**config.mk**
```make
export PLATFORM = sky130hd
export DESIGN_NAME = uart_frame_tx
export DESIGN_NICKNAME = d
export VERILOG_FILES = /design/src/rtl/uart_pkg.sv /design/src/rtl/uart_tx_fifo.sv /design/src/rtl/uart_frame_tx.sv
export SDC_FILE = /design/constraint.sdc
export NUM_CORES = 1
export LEC_CHECK = 0
export CAP_MARGIN = 5
export CORE_UTILIZATION = 55
export DETAILED_ROUTE_END_ITERATION = 16
export PLACE_DENSITY = 0.8
export SETUP_SLACK_MARGIN = 0.05
export SLEW_MARGIN = 30
export SYNTH_ARGS = -nofsm -noshare
export SYNTH_HDL_FRONTEND = slang
export SYNTH_HIERARCHICAL = 1
export SYNTH_SLANG_ARGS = --single-unit
```
**constraint.sdc**
```tcl
create_clock -name Clk -period 3.1 [get_ports Clk]
set_clock_uncertainty 0.2 [all_clocks]
set_input_delay 0.62 -clock Clk [delete_from_list [all_inputs] [get_ports Clk]]
set_output_delay 0.62 -clock Clk [all_outputs]
set_load 0.01 [all_outputs]
```
**src/rtl/uart_pkg.sv**
```systemverilog
// Shared types and elaboration-time helpers for the framed UART transmitter:
// FSM states, parity modes, baud table and divisor arithmetic.
package uart_pkg;

    typedef enum logic [2:0] {
        ST_IDLE   = 3'd0,
        ST_START  = 3'd1,
        ST_DATA   = 3'd2,
        ST_PARITY = 3'd3,
        ST_STOP   = 3'd4
    } tx_state_t;

    localparam logic [1:0] PAR_NONE = 2'd0;
    localparam logic [1:0] PAR_ODD  = 2'd1;
    localparam logic [1:0] PAR_EVEN = 2'd2;

    function automatic int baud_rate(input logic [2:0] sel);
        case (sel)
            3'd0:    return 32'd9600;
            3'd1:    return 32'd19200;
            3'd2:    return 32'd38400;
            3'd3:    return 32'd57600;
            default: return 32'd115200;
        endcase
    endfunction

    // Clock cycles per bit, rounded to the nearest integer.
    function automatic int div_for(input int clk_hz, input logic [2:0] sel);
        int baud;
        baud = baud_rate(sel);
        return (clk_hz + baud / 32'sd2) / baud;
    endfunction

    // The slowest rate has the largest divisor and sets the counter width.
    function automatic int div_width(input int clk_hz);
        int w;
        w = $clog2(div_for(clk_hz, 3'd0));
        return (w < 32'sd1) ? 32'sd1 : w;
    endfunction

    function automatic logic parity_on(input logic [1:0] mode);
        return (mode == PAR_ODD) || (mode == PAR_EVEN);
    endfunction

    // Zero-extended upper bits do not disturb the XOR reduction.
    function automatic logic parity_bit(input logic [8:0] word, input logic [1:0] mode);
        case (mode)
            PAR_ODD:  return ~^word;
            PAR_EVEN: return ^word;
            default:  return 1'b0;
        endcase
    endfunction

endpackage

```
**src/rtl/uart_tx_fifo.sv**
```systemverilog
// Synchronous show-ahead FIFO feeding the transmitter; full/empty are
// registered and a write into a full FIFO is dropped even if a pop coincides.
module uart_tx_fifo #(
    parameter int WIDTH = 32'd8,
    parameter int DEPTH = 32'd4
) (
    input  logic             clk,
    input  logic             rst,
    input  logic [WIDTH-1:0] wr_data,
    input  logic             wr_en,
    input  logic             rd_en,
    output logic [WIDTH-1:0] rd_data,
    output logic             full,
    output logic             empty
);

    localparam int AW = (DEPTH > 32'sd1) ? $clog2(DEPTH) : 32'sd1;
    localparam logic [AW:0]   CNT_ONE   = (AW+1)'(1'b1);
    localparam logic [AW:0]   CNT_DEPTH = (AW+1)'(DEPTH);
    localparam logic [AW:0]   CNT_ZERO  = (AW+1)'(1'b0);
    localparam logic [AW-1:0] PTR_ONE   = AW'(1'b1);

    logic [WIDTH-1:0] mem_r [DEPTH];
    logic [AW-1:0]    wr_ptr_r;
    logic [AW-1:0]    rd_ptr_r;
    logic [AW:0]      count_r;
    logic [AW:0]      count_next_s;
    logic             full_r;
    logic             empty_r;
    logic             wr_ok_s;
    logic             rd_ok_s;

    assign wr_ok_s = wr_en & ~full_r;
    assign rd_ok_s = rd_en & ~empty_r;

    // Occupancy after this cycle's accepted write and pop.
    always_comb begin
        count_next_s = count_r;
        if (wr_ok_s && !rd_ok_s) begin
            count_next_s = count_r + CNT_ONE;
        end else if (!wr_ok_s && rd_ok_s) begin
            count_next_s = count_r - CNT_ONE;
        end else begin
            count_next_s = count_r;
        end
    end

    // Pointers, occupancy and flags.
    always_ff @(posedge clk) begin
        if (rst) begin
            wr_ptr_r <= {AW{1'b0}};
            rd_ptr_r <= {AW{1'b0}};
            count_r  <= CNT_ZERO;
            full_r   <= 1'b0;
            empty_r  <= 1'b1;
        end else begin
            wr_ptr_r <= wr_ok_s ? wr_ptr_r + PTR_ONE : wr_ptr_r;
            rd_ptr_r <= rd_ok_s ? rd_ptr_r + PTR_ONE : rd_ptr_r;
            count_r  <= count_next_s;
            full_r   <= (count_next_s == CNT_DEPTH);
            empty_r  <= (count_next_s == CNT_ZERO);
        end
    end

    // Storage array; contents need no reset since empty gates every read.
    always_ff @(posedge clk) begin
        if (wr_ok_s) begin
            mem_r[wr_ptr_r] <= wr_data;
        end
    end

    assign rd_data = mem_r[rd_ptr_r];
    assign full    = full_r;
    assign empty   = empty_r;

endmodule

```
**src/rtl/uart_frame_tx.sv**
```systemverilog
// Framed UART transmitter: configurable width, parity and stop bits, fed by
// a small FIFO so queued words leave back-to-back with no idle gap.
module uart_frame_tx
    import uart_pkg::*;
#(
    parameter int CLK_FREQ_HZ = 32'd50_000_000,
    parameter int DATA_BITS   = 32'd8,
    parameter int FIFO_DEPTH  = 32'd4
) (
    input  logic                 Clk,
    input  logic                 Rst,
    input  logic [DATA_BITS-1:0] data_byte,
    input  logic                 send_en,
    input  logic [2:0]           baud_set,
    input  logic [1:0]           parity_mode,
    input  logic                 stop2,
    output logic                 Rs232_Tx,
    output logic                 Tx_Done,
    output logic                 uart_state,
    output logic                 fifo_full,
    output logic                 fifo_empty,
    output logic                 overflow
);

    localparam int DIV_W = div_width(CLK_FREQ_HZ);
    localparam logic [DIV_W-1:0] DIV_LAST_0 = DIV_W'(div_for(CLK_FREQ_HZ, 3'd0) - 32'sd1);
    localparam logic [DIV_W-1:0] DIV_LAST_1 = DIV_W'(div_for(CLK_FREQ_HZ, 3'd1) - 32'sd1);
    localparam logic [DIV_W-1:0] DIV_LAST_2 = DIV_W'(div_for(CLK_FREQ_HZ, 3'd2) - 32'sd1);
    localparam logic [DIV_W-1:0] DIV_LAST_3 = DIV_W'(div_for(CLK_FREQ_HZ, 3'd3) - 32'sd1);
    localparam logic [DIV_W-1:0] DIV_LAST_4 = DIV_W'(div_for(CLK_FREQ_HZ, 3'd4) - 32'sd1);
    localparam logic [DIV_W-1:0] DIV_ONE    = DIV_W'(1'b1);
    localparam logic [3:0]       LAST_DATA  = 4'(DATA_BITS - 32'sd1);

    tx_state_t            state_r, state_next_s;
    logic [DIV_W-1:0]     div_cnt_r, div_cnt_next_s;
    logic [DIV_W-1:0]     div_last_r, div_last_next_s, div_sel_s;
    logic [3:0]           bit_cnt_r, bit_cnt_next_s;
    logic [DATA_BITS-1:0] shift_r, shift_next_s;
    logic [1:0]           par_mode_r, par_mode_next_s;
    logic                 stop2_r, stop2_next_s;
    logic                 par_bit_r, par_bit_next_s;
    logic                 tx_r, tx_next_s;
    logic                 done_r, done_next_s;
    logic                 busy_r, ovf_r;
    logic                 bit_end_s, load_s, pop_s;
    logic [DATA_BITS-1:0] fifo_rd_data_s;
    logic                 fifo_full_s, fifo_empty_s;

    uart_tx_fifo #(
        .WIDTH (DATA_BITS),
        .DEPTH (FIFO_DEPTH)
    ) u_fifo (
        .clk     (Clk),
        .rst     (Rst),
        .wr_data (data_byte),
        .wr_en   (send_en),
        .rd_en   (pop_s),
        .rd_data (fifo_rd_data_s),
        .full    (fifo_full_s),
        .empty   (fifo_empty_s)
    );

    // Divisor for the currently requested rate; latched only at frame start.
    always_comb begin
        case (baud_set)
            3'd0:    div_sel_s = DIV_LAST_0;
            3'd1:    div_sel_s = DIV_LAST_1;
            3'd2:    div_sel_s = DIV_LAST_2;
            3'd3:    div_sel_s = DIV_LAST_3;
            default: div_sel_s = DIV_LAST_4;
        endcase
    end

    assign bit_end_s = (div_cnt_r == div_last_r);

    // Next-state, counters, shifter and the registered line value.
    always_comb begin
        state_next_s    = state_r;
        div_cnt_next_s  = div_cnt_r;
        div_last_next_s = div_last_r;
        bit_cnt_next_s  = bit_cnt_r;
        shift_next_s    = shift_r;
        par_mode_next_s = par_mode_r;
        stop2_next_s    = stop2_r;
        par_bit_next_s  = par_bit_r;
        done_next_s     = 1'b0;
        load_s          = 1'b0;
        pop_s           = 1'b0;
        tx_next_s       = 1'b1;

        if (state_r == ST_IDLE) begin
            div_cnt_next_s = {DIV_W{1'b0}};
        end else if (bit_end_s) begin
            div_cnt_next_s = {DIV_W{1'b0}};
        end else begin
            div_cnt_next_s = div_cnt_r + DIV_ONE;
        end

        case (state_r)
            ST_IDLE: begin
                load_s = ~fifo_empty_s;
            end
            ST_START: begin
                if (bit_end_s) begin
                    state_next_s   = ST_DATA;
                    bit_cnt_next_s = 4'd0;
                end else begin
                    state_next_s = ST_START;
                end
            end
            ST_DATA: begin
                if (bit_end_s && (bit_cnt_r == LAST_DATA)) begin
                    bit_cnt_next_s = 4'd0;
                    state_next_s   = parity_on(par_mode_r) ? ST_PARITY : ST_STOP;
                end else if (bit_end_s) begin
                    bit_cnt_next_s = bit_cnt_r + 4'd1;
                    shift_next_s   = shift_r >> 1;
                end else begin
                    state_next_s = ST_DATA;
                end
            end
            ST_PARITY: begin
                if (bit_end_s) begin
                    state_next_s   = ST_STOP;
                    bit_cnt_next_s = 4'd0;
                end else begin
                    state_next_s = ST_PARITY;
                end
            end
            ST_STOP: begin
                if (bit_end_s && (bit_cnt_r == {3'b000, stop2_r})) begin
                    done_next_s  = 1'b1;
                    load_s       = ~fifo_empty_s;
                    state_next_s = ST_IDLE;
                end else if (bit_end_s) begin
                    bit_cnt_next_s = bit_cnt_r + 4'd1;
                end else begin
                    state_next_s = ST_STOP;
                end
            end
            default: begin
                state_next_s = ST_IDLE;
            end
        endcase

        // Every frame start (from IDLE or straight out of STOP) pops and latches config.
        if (load_s) begin
            pop_s           = 1'b1;
            state_next_s    = ST_START;
            div_cnt_next_s  = {DIV_W{1'b0}};
            bit_cnt_next_s  = 4'd0;
            shift_next_s    = fifo_rd_data_s;
            div_last_next_s = div_sel_s;
            par_mode_next_s = parity_mode;
            stop2_next_s    = stop2;
            par_bit_next_s  = parity_bit(9'(fifo_rd_data_s), parity_mode);
        end else begin
            pop_s = 1'b0;
        end

        case (state_next_s)
            ST_IDLE:   tx_next_s = 1'b1;
            ST_START:  tx_next_s = 1'b0;
            ST_DATA:   tx_next_s = shift_next_s[0];
            ST_PARITY: tx_next_s = par_bit_next_s;
            ST_STOP:   tx_next_s = 1'b1;
            default:   tx_next_s = 1'b1;
        endcase
    end

    // State and output registers; reset aborts any frame without a done pulse.
    always_ff @(posedge Clk) begin
        if (Rst) begin
            state_r    <= ST_IDLE;
            div_cnt_r  <= {DIV_W{1'b0}};
            div_last_r <= {DIV_W{1'b0}};
            bit_cnt_r  <= 4'd0;
            shift_r    <= {DATA_BITS{1'b0}};
            par_mode_r <= PAR_NONE;
            stop2_r    <= 1'b0;
            par_bit_r  <= 1'b0;
            tx_r       <= 1'b1;
            done_r     <= 1'b0;
            busy_r     <= 1'b0;
            ovf_r      <= 1'b0;
        end else begin
            state_r    <= state_next_s;
            div_cnt_r  <= div_cnt_next_s;
            div_last_r <= div_last_next_s;
            bit_cnt_r  <= bit_cnt_next_s;
            shift_r    <= shift_next_s;
            par_mode_r <= par_mode_next_s;
            stop2_r    <= stop2_next_s;
            par_bit_r  <= par_bit_next_s;
            tx_r       <= tx_next_s;
            done_r     <= done_next_s;
            busy_r     <= (state_next_s != ST_IDLE);
            ovf_r      <= send_en & fifo_full_s;
        end
    end

    assign Rs232_Tx   = tx_r;
    assign Tx_Done    = done_r;
    assign uart_state = busy_r;
    assign fifo_full  = fifo_full_s;
    assign fifo_empty = fifo_empty_s;
    assign overflow   = ovf_r;

endmodule

```
==> impl_metrics.json <==
{
  "status": "complete, no violations",
  "clock-root-buffer": "clkbuf_8",
  "leakagePower_uw": 0.00159,
  "syn2layout_area_growth_pct": 12.6,
  "worstPathMaxFanout": 16,
  "fillers": 582,
  "viasPerCell": 5.56,
  "fin_crit_ps": 2650,
  "ys_ff_latch": 90,
  "antenna_found_initial": 0,
  "hold_path_depth": 2,
  "setup_ws_ps": 448,
  "drive_above_1_share_pct": 9.37,
  "reg2regPathDepth": 11,
  "drc": 0,
  "register_area_um2": 2120,
  "die_x_um": 87.0,
  "reg2reg_to": "u_fifo/empty",
  "initial_utilization_pct": 57.6,
  "dp_hpwl_mm": 4.72,
  "worst_slew_pin_slew_ps": 557,
  "fin_nets": 415,
  "syn_area_um2": 3980,
  "cts-htree-levels": 3,
  "setup_tns_ps": 0,
  "postCtsSetupRepairBufs": 0,
  "synth_nets": 394,
  "end_kind": "flop",
  "numCtsBuffers": 9,
  "clk_pin_slew_ps": 90,
  "ys_warn_count": 6,
  "r2r-start": "div_cnt_r[3]",
  "cts_resized": 0,
  "ys_seq_area_share_pct": 53.4,
  "whs_endpoint": "stop2_r",
  "dpl.cell_count": 475,
  "setup_viol": 0,
  "dp_slack_ps": 501,
  "grt_max_degree": 32,
  "synth-edff-count": 32,
  "syn_avg_cell_area_um2": 10.8,
  "clkLatencyLatePin_ps": 370,
  "ios": 23,
  "period_share_pct": 85.5,
  "drt_first_pass_iters": 5,
  "slew_headroom_pct": 62.8,
  "r2r_setup_slack_ps": 450,
  "multi_input_area_um2": 1720,
  "finalNonFillerCells": 491,
  "antennaDiodeCount": 0,
  "rsz0062_at_grt": "no",
  "die_h_um": 87.0,
  "finalMaxSlewViolations": 0,
  "hold_viol_final": 0,
  "wl_per_cell_um": 14.2,
  "power.total_uw": 3550,
  "cts_buffer_depth": 2,
  "async_flop_share_pct": 0,
  "critPathLaunchType": "flop",
  "ys.flop_type": "dfxtp_1",
  "power_density_nw_per_um2": 793,
  "grt_pass1_vias": 2514,
  "grt_pass1_wl_mm": 11.4,
  "drt-total-wl_mm": 6.95,
  "grt_overflow": 0,
  "cts_tree": "yes",
  "critPathRequiredTime_ps": 3180,
  "cts_hold_buf": 0,
  "min_path_type": "flop to flop",
  "clock-sinks": 90,
  "floorplan.die_area_um2": 7580,
  "core_region_area_um2": 6910,
  "rows": 30,
  "synthCells": 369,
  "ys_types": 52,
  "antenna_left": 0,
  "vdd_drop_max_mv": 0.514,
  "place_congestion": 0.873,
  "cap_violations": 0,
  "arrival_ps": 2730,
  "drtIter0Drc": 139,
  "dr_total_vias": 2731,
  "fmax_ghz": 0.377,
  "worstHoldStart": "stop2_r",
  "worstSetupPathType": "flop to flop",
  "grt_use_total_pct": 20.2,
  "place.port_buffers": 22
}
[through the flow]
| stage | utilization, % | area [um^2] | hold slack (ps) |
|---|---|---|---|
| 6_report | 64.8 | 4480 | 269 |
| 5_1_grt | 64.8 | 4480 | 294 |
| 4_1_cts | 64.8 | 4480 | 274 |
| 3_5_place_dp | 61.9 | 4280 | 263 |
| 3_3_place_gp | 61.9 | 4280 | 256 |
| 2_1_floorplan | - | 3980 | 241 |
[synth_stat cells (4+ instances only)]
master	count	area, um^2
dfxtp_1	58	1160
nor2_1	48	180
edfxtp_1	32	961
nand2_1	31	116
xnor2_1	21	184
a21oi_1	20	100
nand3_1	13	65.1
xor2_1	13	114
inv_1	11	41.3
mux2i_1	10	100
a211oi_1	9	67.6
ha_1	8	100
mux4_2	8	180
and3_1	7	43.8
nor3_1	7	35.0
clkbuf_1	6	22.5
or3_1	6	37.5
o21ai_0	5	25.0
and2_1	4	25.0
buf_2	4	20.0
[state kept, by name, summed over array words and instances, names as in the netlist, named ones only]
signal	cells
u_fifo/full	1
u_fifo/rd_ptr_r	2
Tx_Done	1
u_fifo/count_r	3
div_last_r	11
bit_cnt_r	4
u_fifo/wr_ptr_r	2
u_fifo/empty	1
stop2_r	1
uart_state	1
div_cnt_r	13
par_mode_r	2
overflow	1
shift_r	8
par_bit_r	1
u_fifo/mem_r	32
state_r	3
Rs232_Tx	1
[routing by layer]
layer,track usage (%),routed length [um]
met1,24.3,3130
met2,33.4,3400
met3,7.58,353
met4,6.52,73
met5,0,0
[cells in the final DEF (no fill, tap or decap), drive strengths merged, types with 4 or more instances in the layout]
cell type	instances
edfxtp	32
clkdlybuf4s50	22
mux4	8
a211oi	9
or3	6
nor4	4
inv	14
dfxtp	58
and2	4
ha	8
and3	8
buf	5
clkbuf	9
nand3	13
mux2i	10
a21oi	21
xor2	13
nand2	31
nor2	48
nor3	7
xnor2	22
o21ai	5
[power breakdown]
part / switching [uW] / leakage [uW] / total, uW / internal [uW]
clock network: 422 / 0.0000983 / 801 / 379
registers: 150 / 0.000767 / 1570 / 1420
logic: 639 / 0.000725 / 1170 / 535
total: 1210 / 0.00159 / 3550 / 2340
[kinds of logic (layout without fill, tap and decap cells)]
| family | after synthesis | after routing | share of synthesized area [%] |
|---|---|---|---|
| flops | 90 | 90 | 53.3 |
| xor+xnor | 35 | 35 | 7.90 |
| buf+inv | 28 | 54 | 3.33 |
| simple gates | 136 | 136 | 16.7 |
| compound gates | 54 | 54 | 9.15 |
| mux | 18 | 18 | 7.05 |
| fa+ha+maj | 8 | 8 | 2.52 |
[worst max-delay path by stage]
stage	endpoint	slack (ps)	cells past startpoint	startpoint
2_1_floorplan	u_fifo/empty	520	12	div_cnt_r[0]
3_3_place_gp	u_fifo/empty	550	10	div_cnt_r[0]
3_5_place_dp	par_bit_r	500	6	flop
4_1_cts	par_bit_r	480	6	flop
5_1_grt	u_fifo/empty	210	10	div_cnt_r[3]
6_report	u_fifo/empty	450	11	div_cnt_r[3]
[cell type report]
class                      instances  area share, %
clock buffer                       9           2.77
clock inverter                     7           1.70
inverter                          11          0.922
multi-input combinational        251           38.5
sequential                        90           47.4
tap                               96           2.68
timing repair buffer              27           6.04
[critical path, stage by stage, from the launching register on]
cell and delay, ps:
dfxtp_1 420, and3_1 200, o22ai_1 100, nor4_2 340
nand2_1 140, a21o_1 220, inv_1 60, buf_4 210
nand2b_1 180, nor3_1 250, a221oi_2 60, o31ai_1 190
Note: power is estimated with default switching activity, not from simulation.
